<file path="config.mk">
export PLATFORM = sky130hd
export DESIGN_NAME = free_card_list
export DESIGN_NICKNAME = d
export VERILOG_FILES = /design/src/rtl/card_mem_pkg.sv /design/src/rtl/free_card_list.sv
export SDC_FILE = /design/constraint.sdc
export NUM_CORES = 1
export LEC_CHECK = 0
export BUFFER_PORTS_ARGS = -buffer_cell sky130_fd_sc_hd__buf_2
export CAP_MARGIN = 20
export CORE_ASPECT_RATIO = 0.7
export CORE_MARGIN = 2
export CORE_UTILIZATION = 40
export CTS_CLUSTER_DIAMETER = 60
export DETAILED_ROUTE_END_ITERATION = 8
export MAX_ROUTING_LAYER = met4
export PLACE_DENSITY = 0.66
export RECOVER_POWER = 100
export SKIP_LAST_GASP = 1
export SYNTH_ARGS = -nofsm -noshare
export SYNTH_HDL_FRONTEND = slang
export SYNTH_SLANG_ARGS = --single-unit
</file>
<file path="constraint.sdc">
create_clock -name clock -period 4.25 [get_ports clock]
set_input_delay 0.425 -clock clock [delete_from_list [all_inputs] [get_ports clock]]
set_output_delay 0.425 -clock clock [all_outputs]
set_load 0.1 [all_outputs]
</file>
<file path="src/rtl/card_mem_pkg.sv">
// rtl/card_mem_pkg.sv - card node word layout shared by the card memory blocks
package card_mem_pkg;

  localparam int NODE_W    = 32;
  localparam int ADDR_W    = 10;

  localparam int ALLOC_BIT = 31;
  localparam int VALUE_MSB = 30;
  localparam int VALUE_LSB = 27;
  localparam int SUIT_MSB  = 26;
  localparam int SUIT_LSB  = 25;
  localparam int NEXT_MSB  = 9;
  localparam int NEXT_LSB  = 0;

  localparam logic [ADDR_W-1:0] NULL_ADDR = 10'd0;
  localparam logic [NODE_W-1:0] FREE_WORD = 32'h0000_0000;

endpackage

</file>
<file path="src/rtl/free_card_list.sv">
// rtl/free_card_list.sv - walks a card list from head and frees every node
// optional FREE_CARD_LIST_DOUBLE_FREE_CHECK_EN aborts the walk on an already free node
import card_mem_pkg::*;

module free_card_list #(
  parameter int RAM_RD_LAT = 1,
  parameter int MAX_NODES  = 52
) (
  input  logic        clock,
  input  logic        reset,
  input  logic        enable,
  input  logic [9:0]  head,
  output logic        finished_freeing,
  output logic [5:0]  freed_count,
  output logic        err_double_free,
  output logic        err_overrun,
  output logic [9:0]  ram_address,
  output logic        ram_clock,
  output logic [31:0] ram_data,
  output logic        ram_wren,
  input  logic [31:0] ram_q
);

  typedef enum logic [2:0] {
    S_IDLE,
    S_READ,
    S_WAIT,
    S_CHECK,
    S_WRITE,
    S_NEXT,
    S_DONE
  } state_t;

  localparam logic [1:0] LAT_LOAD = 2'(RAM_RD_LAT);
  localparam logic [5:0] MAX_CNT  = 6'(MAX_NODES);

  state_t                state;
  logic [ADDR_W-1:0]     cur_addr;
  logic [ADDR_W-1:0]     next_addr;
  logic [1:0]            lat_cnt;
  logic                  en_prev;
  logic                  start_req;
  logic                  unused_q;

  assign ram_clock = clock;
  assign ram_data  = FREE_WORD;

`ifdef FREE_CARD_LIST_DOUBLE_FREE_CHECK_EN
  assign unused_q = ^ram_q[30:10];
`else
  assign unused_q = ^ram_q[31:10];
  assign err_double_free = 1'b0;
`endif

  // The address is presented on entry to READ, so READ plus WAIT span
  // exactly RAM_RD_LAT cycles before CHECK samples ram_q.
  always_ff @(posedge clock) begin
    if (reset) begin
      state            <= S_IDLE;
      finished_freeing <= 1'b0;
      freed_count      <= 6'd0;
      err_overrun      <= 1'b0;
`ifdef FREE_CARD_LIST_DOUBLE_FREE_CHECK_EN
      err_double_free  <= 1'b0;
`endif
      ram_wren         <= 1'b0;
      ram_address      <= NULL_ADDR;
      cur_addr         <= NULL_ADDR;
      next_addr        <= NULL_ADDR;
      lat_cnt          <= 2'd0;
      en_prev          <= 1'b1;
      start_req        <= 1'b0;
    end else begin
      en_prev   <= enable;
      start_req <= enable & ~en_prev;

      case (state)
        S_IDLE, S_DONE: begin
          if (start_req) begin
            freed_count      <= 6'd0;
            err_overrun      <= 1'b0;
`ifdef FREE_CARD_LIST_DOUBLE_FREE_CHECK_EN
            err_double_free  <= 1'b0;
`endif
            cur_addr         <= head;
            ram_address      <= head;
            lat_cnt          <= LAT_LOAD;
            if (head == NULL_ADDR) begin
              finished_freeing <= 1'b1;
              state            <= S_DONE;
            end else begin
              finished_freeing <= 1'b0;
              state            <= S_READ;
            end
          end
        end

        S_READ, S_WAIT: begin
          ram_address <= cur_addr;
          ram_wren    <= 1'b0;
          lat_cnt     <= lat_cnt - 2'd1;
          state       <= (lat_cnt == 2'd1) ? S_CHECK : S_WAIT;
        end

        S_CHECK: begin
          next_addr <= ram_q[NEXT_MSB:NEXT_LSB];
`ifdef FREE_CARD_LIST_DOUBLE_FREE_CHECK_EN
          if (!ram_q[ALLOC_BIT]) begin
            err_double_free  <= 1'b1;
            finished_freeing <= 1'b1;
            state            <= S_DONE;
          end else begin
            ram_wren <= 1'b1;
            state    <= S_WRITE;
          end
`else
          ram_wren <= 1'b1;
          state    <= S_WRITE;
`endif
        end

        S_WRITE: begin
          ram_wren    <= 1'b0;
          freed_count <= freed_count + 6'd1;
          state       <= S_NEXT;
        end

        S_NEXT: begin
          ram_wren <= 1'b0;
          if (next_addr == NULL_ADDR) begin
            finished_freeing <= 1'b1;
            state            <= S_DONE;
          end else if (freed_count == MAX_CNT) begin
            err_overrun      <= 1'b1;
            finished_freeing <= 1'b1;
            state            <= S_DONE;
          end else begin
            cur_addr    <= next_addr;
            ram_address <= next_addr;
            lat_cnt     <= LAT_LOAD;
            state       <= S_READ;
          end
        end

        default: state <= S_IDLE;
      endcase
    end
  end

endmodule

</file>
==> metrics.yaml, run 1 <==
tightest_slew_ns: 2.04
rows: 25
place_inst: 482
fin_cells: 492
whs_path_depth: 2
synth_top_area_cell: "dfxtp_1"
rrSetupSlack_ns: 1.04
ant_nets: 0
layout-drive-gt1-share: 0.0955
ys_seq_elements: 46
hold_start: "enable"
cts_tree: "yes"
fp.dieH_microns: 74.8
p_total_mw: 1.19
yosysTopAreaCellShare: 0.322
rr_startpoint: "state[1]$_SDFFE_PP0N_"
async_flop_share: 0
pre_cts_slack_ns: 1.43
ios: 98
synth_cell_type_count: 45
insertedDiodeCount: 0
crit_top_cell: "clkbuf_8"
failed_checks: "max-capacitance violations, max-slew violations"
die_w_microns: 105
syn-mean-instance-area_sq_um: 7.65
wl_per_cell_microns: 14.1
slew_headroom: -0.357
ff2ff_path_depth: 5
antenna_found_initial: 0
crit_slowest_cell: "clkbuf_1"
clock-skew-final_ns: 0.0123
grt_pass1_vias: 2228
fin_util: 0.441
final_area_sq_um: 3020
setup_viol: 0
worstReg2RegEnd: "ram_address[8]$_SDFFE_PP0P_"
post-dp-hpwl_microns: 4730
seq_area_frac_synth: 0.322
max_cap_violations: 2
worstSetupEndpointType: "output port"
cp.arrival_ns: 2.84
drt-vias-per-instance: 5.13
whs_ns: 0.202
gp_congestion: 0.898
synth_edf_count: 0
worstHoldPathType: "input port to flip-flop"
fill_cells: 741
grt_pass1_wl_microns: 11300
dr.pass1.iters: 4
status: "complete, but fails checks"
cp-start-kind: "clock port"
crit_path_cell_trace: "clkbuf_8, clkbuf_8, clkbuf_1"
slew_violations: 71
io_buffers: 42
grt_setup_unrepaired: "no"
hold_viol: 0
critPathMaxStageDelay_ns: 0.49
yosys_most_used_dff: "dfxtp_1"
wirelength_microns: 6950
synthTopCellsByArea: "dfxtp_1 32%, buf_4 10%, a21oi_1 5.2%, nand2_1 5.1%, o21ai_0 4.4%"
fp.coreArea_sq_um: 6850
start_util: 0.418
grt_start_max_net_pins: 46
ctsResizeCount: 0
crit_type: "clock port to output port"
regArea_sq_um: 921
syn2layout_area_growth_pct: 5.51
clk_latency_ns: 0.41
fin_ws_ns: 0.982
yosys_warnings: 0
grt.overflow.total: 0
drt-initial-drc-count: 273
tns_ns: 0
drc_errors: 0
vdd_ir_drop_max_uv: 547
crit_required_ns: 3.83
crit_fanout: 2
cts_setup_buffers: 0
place_area_sq_um: 2900
p_per_area_nw_per_um2: 393
syn_inst: 374
p_leak_nw: 1.04
syn-cell-area_sq_um: 2860
multi_input_area_sq_um: 1600
clk_pin_slew_worst_paths_ns: 0.09
whs_endpoint: "en_prev$_SDFF_PP1_"
die-area_sq_um: 7860
postCtsHoldBufs: 0
route.vias.total: 2526
fin_nets: 446
grt_util_all_layers: 0.189
routing by layer:
metal | vias up | routed length [microns] | global-route usage
met5 | - | 0 | -
met4 | 0 | 58 | 0.0667
met1 | 1133 | 3610 | 0.273
met3 | 8 | 475 | 0.0519
met2 | 80 | 2810 | 0.247
li1 | 1305 | - | -
where the power goes:
group	total (mW)	internal, mW	switching, mW
combinational	0.244	0.0349	0.209
sequential	0.449	0.441	0.00805
clock	0.493	0.252	0.241
placed cells by master, fill, tap and decap left out, types with 12 or more instances in the layout:
cell      count
a21oi_1      31
buf_2        21
clkbuf_1     21
conb_1       33
dfxtp_1      46
nand2_1      39
nand3_1      17
nor2_1       25
nor2b_1      12
nor3_1       14
o21ai_0      26
or3_1        12
registers in the layout, summed over array words and instances (netlist names), 2 cells and up:
signal       flops
freed_count      6
ram_address     10
state            3
cur_addr        10
lat_cnt          2
next_addr       10
worst max-delay path: cells and delay by family:
kind | cells | cell delay, ns
buf+inv | 3 | 0.72
cell type report:
type	count	area share
Clock buffer	10	0.0423
Clock inverter	1	0.00994
Inverter	7	0.00870
Multi-Input combinational cell	291	0.531
Sequential cell	46	0.305
Tap cell	94	0.0389
Timing Repair Buffer	43	0.0646
synth_stat cells, drive strengths merged (10+ instances only):
library cell / count
buf: 50
dfxtp: 46
nand2: 39
o21ai: 37
a21oi: 32
nor2: 25
nand3: 17
nor3: 15
clkbuf: 12
nor2b: 12
or3: 12
a311oi: 10
cell families (layout without fill, tap and decap cells):
group | Yosys count | in the layout | share of synthesized area
fa+ha+maj | 5 | 5 | 0.0201
compound gates | 98 | 98 | 0.208
xor+xnor | 2 | 2 | 0.00612
other cells | 1 | 33 | 0.00131
mux | 9 | 9 | 0.0315
simple gates | 144 | 144 | 0.252
buf+inv | 69 | 61 | 0.159
flops | 46 | 46 | 0.322
worst max path at each step:
stage,startpoint,endpoint,slack (ns),cells past startpoint
2_1_floorplan,clock,ram_clock,1.49,1
3_3_place_gp,clock,ram_clock,1.43,1
3_5_place_dp,clock,ram_clock,1.43,1
4_1_cts,clock,ram_clock,1.18,3
5_1_grt,state[1]$_SDFFE_PP0N_,ram_address[8]$_SDFFE_PP0P_,0.71,5
6_report,clock,ram_clock,0.98,3
No activity file was read; power rests on OpenSTA's default activity.
==> run 2: changes to the inputs <==
Clock period 4.25 ns to 3.25 ns, I/O delays scaled along.
==> run 2 against run 1 <==
Compared with the run above: the run still ends with max-capacitance violations, max-slew violations left; final area decreased by 0.12%; sequential power increased by 30%; register-to-register slack got worse by 0.37 ns; critical path depth unchanged; non-clock buffer count increased by 3; first-iteration DRC count decreased by 45%; combinational power increased by 32%; sequential share of layout area about the same.
==> metrics.yaml, run 2 (synthesis gave the netlist of run 1 again) <==
max_cap_violations: 1
clk_latency_ns: 0.41
ff2ff_path_depth: 5
layout-drive-gt1-share: 0.102
cp.arrival_ns: 2.34
failed_checks: "max-capacitance violations, max-slew violations"
status: "complete, but fails checks"
slew_violations: 46
top_regs: "cur_addr x10, next_addr x10, ram_address x10"
cp-start-kind: "clock port"
multi_input_area_sq_um: 1600
clock-skew-final_ns: 0.0166
dr.pass1.iters: 4
io_buffers: 42
rrSetupSlack_ns: 0.67
worstReg2RegEnd: "ram_address[3]$_SDFFE_PP0P_"
clk_pin_slew_worst_paths_ns: 0.10
setup_viol: 0
fill_cells: 729
place_area_sq_um: 2920
tightest_slew_ns: 2.09
rr_startpoint: "state[2]$_SDFFE_PP0N_"
grt_setup_unrepaired: "no"
ant_nets: 0
worstSetupEndpointType: "output port"
post-dp-hpwl_microns: 4750
die_w_microns: 105
ctsResizeCount: 0
cts_setup_buffers: 0
postCtsHoldBufs: 0
hold_start: "enable"
start_util: 0.418
final_common_cell: "dfxtp_1"
route.vias.total: 2598
final_cell_mix: "46 x dfxtp_1, 39 x nand2_1, 33 x conb_1, 31 x a21oi_1"
fp.dieH_microns: 74.8
gp_congestion: 0.845
p_per_area_nw_per_um2: 485
drt-vias-per-instance: 5.24
crit_type: "clock port to output port"
tns_ns: 0
final_area_sq_um: 3020
fin_nets: 449
hold_viol: 0
slew_headroom: -0.396
regArea_sq_um: 921
crit_fanout: 2
fp.coreArea_sq_um: 6850
drc_errors: 0
syn2layout_area_growth_pct: 5.38
cts_tree: "yes"
whs_path_depth: 2
wl_per_cell_microns: 14.0
drt-initial-drc-count: 150
grt.overflow.total: 0
grt_util_all_layers: 0.187
whs_endpoint: "en_prev$_SDFF_PP1_"
p_leak_nw: 1.05
die-area_sq_um: 7860
crit_required_ns: 2.92
grt_pass1_wl_microns: 11300
rows: 25
grt_start_max_net_pins: 47
vdd_ir_drop_max_uv: 558
worstHoldPathType: "input port to flip-flop"
antenna_found_initial: 0
grt_pass1_vias: 2270
insertedDiodeCount: 0
wirelength_microns: 6940
ios: 98
run 2: cell count changes in the layout (fill, tap and decap cells not counted):
cell       previous run  this run
buf_4                 2         5
clkbuf_8              9         8
clkinv_2              0         1
o21ai_0              26        25
clkbuf_1             21        22
clkinv_4              0         1
o21ai_1              11        12
bufinv_16             1         0
run 2: worst max-delay path, stage by stage:
cell and delay, ns:
clkbuf_8 0.11, clkbuf_8 0.12, clkbuf_1 0.49
run 2: final cells by class:
type / instances / area share
flip-flops and latches: 46 / 0.305
multi-input cells: 291 / 0.531
repair buffers: 46 / 0.0722
clock inverters: 2 / 0.00456
inverters: 7 / 0.00871
clock buffers: 10 / 0.0390
well taps: 94 / 0.0390
run 2: how the worst max path moves through the flow:
stage / from / cells past startpoint / slack (ns) / to
CTS: clock / 3 / 0.79 / ram_clock
floorplan: freed_count[0]$_SDFFE_PP0P_ / 7 / 1.01 / ram_address[3]$_SDFFE_PP0P_
global route: state[2]$_SDFFE_PP0N_ / 6 / 0.47 / cur_addr[9]$_SDFFE_PP0P_
global placement: state[2]$_SDFFE_PP0N_ / 5 / 0.94 / cur_addr[8]$_SDFFE_PP0P_
detailed placement: state[2]$_SDFFE_PP0N_ / 5 / 0.86 / cur_addr[8]$_SDFFE_PP0P_
finish: clock / 3 / 0.59 / ram_clock
run 2: per-layer routing:
layer | global-route usage | vias up | share of wire
li1 | - | 1311 | -
met1 | 0.265 | 1166 | 0.50
met2 | 0.256 | 109 | 0.39
met3 | 0.0519 | 12 | 0.093
met4 | 0.0593 | 0 | 0.013
met5 | - | - | 0
run 2: report_power, final:
group / internal (mW) / switching (mW)
clock network: 0.235 / 0.319
registers: 0.577 / 0.00823
logic: 0.0461 / 0.277
total: 0.858 / 0.604
run 2: per-stage QoR:
stage          setup slack, ns  total power, mW  hold slack [ns]  instances   util
4_1_cts                  0.789             1.48           0.0996        496  0.445
5_1_grt                  0.472             1.52           0.0978        496  0.440
6_report                 0.587             1.46            0.104        496  0.440
3_3_place_gp             0.940             1.02            0.380        485  0.426
3_5_place_dp             0.861             1.03            0.382        485  0.426
2_1_floorplan             1.01             1.03            0.373        406      -
